**src/rtl/prog_loader_pkg.sv**
```systemverilog
// Shared definitions for the program loader: FSM state encoding and default geometry.
package prog_loader_pkg;

    typedef enum logic [2:0] {
        IDLE   = 3'd0,
        LEN_HI = 3'd1,
        LEN_LO = 3'd2,
        DATA   = 3'd3,
        CSUM   = 3'd4,
        DONE   = 3'd5,
        ERR    = 3'd6
    } state_t;

    localparam logic [7:0] DEF_MAGIC  = 8'hA5;
    localparam int         DEF_ADDR_W = 12;

endpackage

```
**src/rtl/prog_loader_csum.sv**
```systemverilog
// Modulo-256 running byte sum used to validate a load frame.
module prog_loader_csum (
    input  logic       clk,
    input  logic       reset,
    input  logic       clear,
    input  logic       add_en,
    input  logic [7:0] din,
    output logic [7:0] sum
);

    always_ff @(posedge clk or posedge reset) begin
        if (reset)
            sum <= 8'h00;
        else if (clear)
            sum <= 8'h00;
        else if (add_en)
            sum <= sum + din;
    end

endmodule

```
**src/rtl/prog_loader.sv**
```systemverilog
// Byte-stream program loader: MAGIC, 12-bit length, data bytes, optional checksum.
// Checksum byte and validation are present only when PROG_LOADER_CSUM_EN is defined.
module prog_loader
    import prog_loader_pkg::*;
#(
    parameter logic [7:0] MAGIC  = DEF_MAGIC,
    parameter int         ADDR_W = DEF_ADDR_W
) (
    input  logic              clk,
    input  logic              reset,
    input  logic [7:0]        rx_data,
    input  logic              rx_valid,
    input  logic              start,
    output logic [ADDR_W-1:0] mem_addr,
    output logic [7:0]        mem_wdata,
    output logic              mem_we,
    output logic              cpu_hold,
    output logic              load_done,
    output logic              load_err
);

`ifdef PROG_LOADER_CSUM_EN
    localparam state_t END_ST = CSUM;
`else
    localparam state_t END_ST = DONE;
`endif

    state_t            state, state_n;
    logic [3:0]        len_hi;
    logic [11:0]       remain;
    logic [ADDR_W-1:0] cnt;
    logic [11:0]       length;
    logic              accept;
    logic              wr;
    logic              remain_ld;
    logic              cnt_clr;

    // start always wins over a byte arriving in the same cycle
    assign accept = rx_valid && !start;
    assign length = {len_hi, rx_data};

`ifdef PROG_LOADER_CSUM_EN
    logic       csum_clr;
    logic       csum_add;
    logic [7:0] csum_sum;

    assign csum_clr = (state == IDLE);
    assign csum_add = accept && (state == LEN_HI || state == LEN_LO || state == DATA);

    prog_loader_csum u_csum (
        .clk    (clk),
        .reset  (reset),
        .clear  (csum_clr),
        .add_en (csum_add),
        .din    (rx_data),
        .sum    (csum_sum)
    );
`endif

    always_ff @(posedge clk or posedge reset) begin
        if (reset)
            state <= IDLE;
        else
            state <= state_n;
    end

    always_comb begin
        state_n   = state;
        wr        = 1'b0;
        remain_ld = 1'b0;
        cnt_clr   = 1'b0;
        case (state)
            IDLE: begin
                if (accept && rx_data == MAGIC)
                    state_n = LEN_HI;
            end
            LEN_HI: begin
                if (accept)
                    state_n = (rx_data[7:4] != 4'h0) ? ERR : LEN_LO;
            end
            LEN_LO: begin
                if (accept) begin
                    remain_ld = 1'b1;
                    cnt_clr   = 1'b1;
                    state_n   = (length == 12'd0) ? END_ST : DATA;
                end
            end
            DATA: begin
                if (accept) begin
                    wr = 1'b1;
                    if (remain == 12'd1)
                        state_n = END_ST;
                end
            end
`ifdef PROG_LOADER_CSUM_EN
            CSUM: begin
                if (accept)
                    state_n = (rx_data == csum_sum) ? DONE : ERR;
            end
`endif
            DONE, ERR: begin
                if (start)
                    state_n = IDLE;
            end
            default: state_n = IDLE;
        endcase
        if (start && state != DONE && state != ERR)
            state_n = IDLE;
    end

    // Write stage: the accepted byte appears on the memory port one cycle later
    always_ff @(posedge clk or posedge reset) begin
        if (reset) begin
            len_hi    <= 4'h0;
            remain    <= 12'd0;
            cnt       <= '0;
            mem_addr  <= '0;
            mem_wdata <= 8'h00;
            mem_we    <= 1'b0;
        end else begin
            mem_we <= wr;
            if (state == LEN_HI && accept)
                len_hi <= rx_data[3:0];
            if (remain_ld)
                remain <= length;
            else if (wr)
                remain <= remain - 12'd1;
            if (cnt_clr)
                cnt <= '0;
            else if (wr)
                cnt <= cnt + 1'b1;
            if (wr) begin
                mem_addr  <= cnt;
                mem_wdata <= rx_data;
            end
        end
    end

    assign cpu_hold  = (state != DONE);
    assign load_done = (state == DONE);
    assign load_err  = (state == ERR);

endmodule

```
**config.mk**
```make
export PLATFORM = sky130hd
export DESIGN_NAME = prog_loader
export DESIGN_NICKNAME = d
export VERILOG_FILES = /design/src/rtl/prog_loader_pkg.sv /design/src/rtl/prog_loader_csum.sv /design/src/rtl/prog_loader.sv
export SDC_FILE = /design/constraint.sdc
export NUM_CORES = 1
export LEC_CHECK = 0
export ABC_AREA = 1
export BUFFER_PORTS_ARGS = -buffer_cell sky130_fd_sc_hd__clkbuf_2
export CAP_MARGIN = 20
export CORE_MARGIN = 3
export CORE_UTILIZATION = 35
export DETAILED_ROUTE_END_ITERATION = 7
export SYNTH_ARGS = -nofsm -noshare
export SYNTH_HDL_FRONTEND = slang
export SYNTH_SLANG_ARGS = --single-unit
```
**constraint.sdc**
```tcl
create_clock -name clk -period 3.3 [get_ports clk]
set_input_delay 0.165 -clock clk [delete_from_list [all_inputs] [get_ports clk]]
set_output_delay 0.165 -clock clk [all_outputs]
set_load 0.005 [all_outputs]
```
# --- Word level (Yosys, flattened, before mapping) ---
# Cells that the tools add are included.
word_totals:
  wordCells: 53
  output_inout_bits: 24
  in_bits: 12
  reg_bits: 52
op_classes:
  muxes: 17
  n_eq_ne: 15
  addsub: 2
  n_reduce_logical: 12
ops:
  columns: ["operator", "n"]
  rows:
  - ["$mux W12", 4]
  - ["$mux W3", 9]
  - ["$ne A3 B3 Y1 const B", 8]
  - ["$pmux W3 S5", 1]
  - ["$add A12 B1 Y12 const B", 1]
  - ["$eq A12 B1 Y1 const B", 1]
  - ["$logic_not A12 Y1", 1]
  - ["$sub A12 B1 Y12 const B", 1]
  - ["$eq A8 B8 Y1 const B", 1]
  - ["$eq A3 B2 Y1 const B", 2]
  - ["$eq A3 B3 Y1 const B", 2]
  - ["$reduce_and A6 Y1", 1]
  - ["$logic_and A1 B1 Y1", 5]
  - ["$reduce_bool A4 Y1", 1]
  - ["$eq A3 B1 Y1 const B", 1]
  - ["$logic_not A3 Y1", 1]
  - ["$mux W1", 3]
  - ["$reduce_bool A2 Y1", 1]
  - ["$reduce_or A2 Y1", 1]
  - ["$logic_not A1 Y1", 1]

# --- Depth between registers and ports, before layout ---
depth:
  word_depth: 6
  depth_mapped: 11
  depth_no_buf: 11

# --- Worst setup path after synthesis ---
# Ideal clock, no wire load.
synth_timing:
  kind: "register to register"
  from: "register state[2]"
  to: "register cnt[7]"
  n_path_buf: 1
  setup_ps: 128
  path_stages_with_launch: 8
  t_required_ps: 3172
  setup_slack_ps: 1946
  arrival_time_ps: 1226
  period_less_slack_ps: 1354
  path_cell_list: "dfrtp_1 -> inv_2 -> nand2_2 -> nor2_4 -> nand2_4 -> buf_6 -> o31ai_1 -> a21oi_1"
synth_between:
  elab_chain_cells: 3
  word_cells_on_any_way: 6
  classes_between: "eq/ne (2); mux (3); reduce/logical (1)"
synth_rtl:
  columns: ["element", "line_no", "rtl"]
  rows:
  - ["start, declared", "prog_loader.sv:28", "state_t state, state_n;"]
  - ["start signal, assigned", "prog_loader.sv:64", "state <= state_n;"]
  - ["$eq A3 B2 Y1", "prog_loader.sv:72", "case (state)"]
  - ["$mux W1", "prog_loader.sv:72", null]
  - ["$mux W12 or $reduce_bool A2 Y1 (tied branches)", null, null]
  - ["end signal, assigned", "prog_loader.sv:131", "cnt <= cnt + 1'b1;"]
  - ["end, declared", "prog_loader.sv:31", "logic [ADDR_W-1:0] cnt;"]
# Several ways; a longest one is shown, not always the timed one.
# A chain may end at the register's enable or synchronous reset.

# --- Worst setup path after layout ---
layout_timing:
  from: "register state[2]"
  to: "register cnt[3]"
# Same word-level chain as after synthesis.

==> out/results.ini <==
[timing]
worst_hold_slack_ns = 0.125
rsz0062_at_grt = no
final.setup.tns_ns = 0
slew-limit-headroom_pct = 73.5
finalCriticalPeriod_ns = 1.72
max_slew_vio_count = 0
setup_viol_count_final = 0
achievable_frequency_ghz = 0.582
final_clock_skew_ns = 0.00782
worst-slew-pin-transition_ns = 0.396
finalCritPeriodShare_pct = 52.1
timing_hold_violations_final = 0

[critical_path]
startpoint_type = register
r2r_setup_slack_ns = 1.58
type_of_the_setup_path_with_the_least_slack = reg2reg
crit_arrival_ns = 1.92
startpoint_of_the_most_critical_register_to_register_path = state[2]
worst_path_maximum_fanout = 42
r2r-end = cnt[3]
crit_path_end_kind = register
rr_worst_depth = 7
worst_ep_required_time_ns = 3.51

[min_path]
worstHoldPathCells = 3
min_to = remain[1]
holdCritPathClass = in2reg
hold_start = rx_data[1]

[cts]
cts_made_buffers = 5
cts_max_path_buffers = 2
cts_sink_count = 52
postCtsResizedCells = 0
postCtsSetupBuffers = 0
cts-root-buf = sky130_fd_sc_hd__clkbuf_8
clock_insertion_delay_worst_skew_ns = 0.31
clk_transition_reported_paths_ns = 0.09
h_tree_lvl_count = 2
tritoncts = yes

[route]
post_drt_antenna_nets = 0
detail_route.wirelength_um = 5580
route.detailed.vias_per_inst = 4.61
first_iter_violations = 127
routed_wire_per_std_cell_um = 12.0
vias = 2150
drc_errors = 0
drt_first_pass_iters = 4

[synth]
synth.cell_area_sq_mm = 0.00266
synth_warnings = 0
postSynthCellCount = 328
syn-mean-instance-area_sq_um = 8.11
synth_cell_types = 35
ys_seq_elements = 52
ys_dominant_reg_cell = sky130_fd_sc_hd__dfrtp_1
number_of_enable_type_register_cells_in_the_synthesized_netlist = 0
async_reset_ff_share_pct = 100
seq_area_frac_synth_pct = 48.9
syn_nets = 343

[finish]
num_antenna_cells = 0
stdcell_area_sq_mm = 0.00307
synthToLayoutAreaGrowth_pct = 15.3
final-instance-count-excl-fill = 466
finish.net_count = 381
post_route_cells_drive_above_1_share_pct = 17.7

[place]
post-place-cells = 457
port_buffers = 35
dpl-instance-area_sq_mm = 0.00293
dp_hpwl_um = 4100
place.gp.congestion = 0.886

[pwr]
cellLeakagePower_nw = 1.55
power.density_mw_per_mm2 = 745
irDropWorstVdd_v = 0.000219

[floorplan]
dieHeight_um = 93.2
design.die.area_sq_mm = 0.00868
coreArea_sq_mm = 0.00733
io_pins = 36
die_width_um = 93.2
std_cell_rows = 31
initial_standard_cell_utilization_of_the_core_pct = 36.3

[grt]
grt_pass1_vias = 2089
globalRoute.totalOverflow = 0
antenna_violations_before_repair = 0
grt_start_max_net_pins = 43
grtUsageTotal_pct = 14.0
grt_first_pass_wirelength_um = 9740

[run_status]
outcome = finished clean

[run]
timing.max_cap.violations = 0

[how the worst max path moves through the flow]
stage	startpoint	end	slack (ns)	cells past startpoint
after floorplan	reset	cnt[0]	1.88	1
after global placement	state[2]	cnt[3]	1.64	7
after detailed placement	state[2]	cnt[3]	1.58	7
after CTS	state[2]	cnt[3]	1.58	7
after global routing	state[2]	cnt[3]	1.45	7
final	state[2]	cnt[3]	1.58	7
[cells in the mapped netlist (2+ instances only)]
cell,instances,area [sq um]
sky130_fd_sc_hd__o211ai_1,3,22.5
sky130_fd_sc_hd__buf_6,2,22.5
sky130_fd_sc_hd__nor3_1,3,15.0
sky130_fd_sc_hd__nor2_1,34,128
sky130_fd_sc_hd__nand2_1,92,345
sky130_fd_sc_hd__xor2_1,6,52.6
sky130_fd_sc_hd__o21ai_1,2,10.0
sky130_fd_sc_hd__inv_1,37,139
sky130_fd_sc_hd__nor2_4,5,56.3
sky130_fd_sc_hd__inv_2,4,15.0
sky130_fd_sc_hd__a21oi_1,12,60.1
sky130_fd_sc_hd__nand3_1,16,80.1
sky130_fd_sc_hd__o21ai_0,28,140
sky130_fd_sc_hd__ha_1,3,37.5
sky130_fd_sc_hd__nand2_2,5,31.3
sky130_fd_sc_hd__dfrtp_1,52,1300
sky130_fd_sc_hd__buf_2,2,10.0
sky130_fd_sc_hd__o221ai_1,5,43.8
[report_power, final]
part           switching, mW  internal [mW]  total [mW]
registers              0.173          0.862        1.04
logic                  0.465          0.316       0.781
clock network          0.218          0.248       0.467
[critical path, stage by stage, from the launching register on]
cell and delay (ns):
sky130_fd_sc_hd__dfrtp_1 0.43, sky130_fd_sc_hd__inv_2 0.14, sky130_fd_sc_hd__nand2_2 0.12, sky130_fd_sc_hd__nor2_4 0.14, sky130_fd_sc_hd__nand2_4 0.24, sky130_fd_sc_hd__or2_0 0.31, sky130_fd_sc_hd__o21ai_0 0.17, sky130_fd_sc_hd__a21oi_1 0.06
[state kept, by name (all words and copies together) (netlist names)]
name / cells
mem_we: 1
len_hi: 4
remain: 12
cnt: 12
mem_wdata: 8
state: 3
mem_addr: 12
[routing by layer]
metal	share of wire (%)	track usage [%]	vias to the layer above
li1	-	-	1130
met1	49	18.6	986
met2	46	23.0	28
met3	3.0	3.22	6
met4	1.3	4.03	0
met5	0	0	-
[metrics by stage]
step / power [mW] / worst slack, ns / utilization, %
floorplan: 1.60 / 1.88 / -
finish: 2.28 / 1.58 / 41.8
CTS: 2.31 / 1.58 / 41.8
detailed placement: 1.83 / 1.58 / 40.0
global placement: 1.81 / 1.64 / 39.8
global route: 2.49 / 1.45 / 41.8
[cells by family after synthesis]
| group | share of synthesized area (%) |
|---|---|
| fa+ha+maj | 1.41 |
| compound gates | 12.2 |
| simple gates | 27.6 |
| xor+xnor | 2.31 |
| buf+inv | 7.58 |
| flops | 48.9 |
[cell usage in the layout (no fill, tap or decap), drive strengths merged]
master	netlist	final
clkbuf	1	41
a22o	1	1
o211ai	3	3
buf	5	1
or2	1	1
bufinv	0	1
o22ai	1	1
clkinv	1	2
ha	3	3
xnor2	1	1
nand2	98	98
nand4	1	1
o21ai	30	30
xor2	6	6
o31ai	1	1
dlygate4sd3	0	1
nor3	4	4
a31oi	1	1
nor2	41	41
inv	41	41
o221ai	5	5
a21oi	12	12
o21bai	2	2
dfrtp	52	52
nand3	17	17
[timing repair]
action / CTS / global route
endpoints found under the hold margin: 16 / 0
setup endpoints to repair: 0 / 0
hold buffers: 1 / 0
[final cells by class]
type	instances	area, sq um
clock buffer	6	82.6
tap	99	124
clock inverter	2	38.8
inverter	42	158
fill	743	4270
timing repair buffer	37	205
multi-input combinational	228	1160
sequential	52	1300
(Power assumes the default switching activity.)
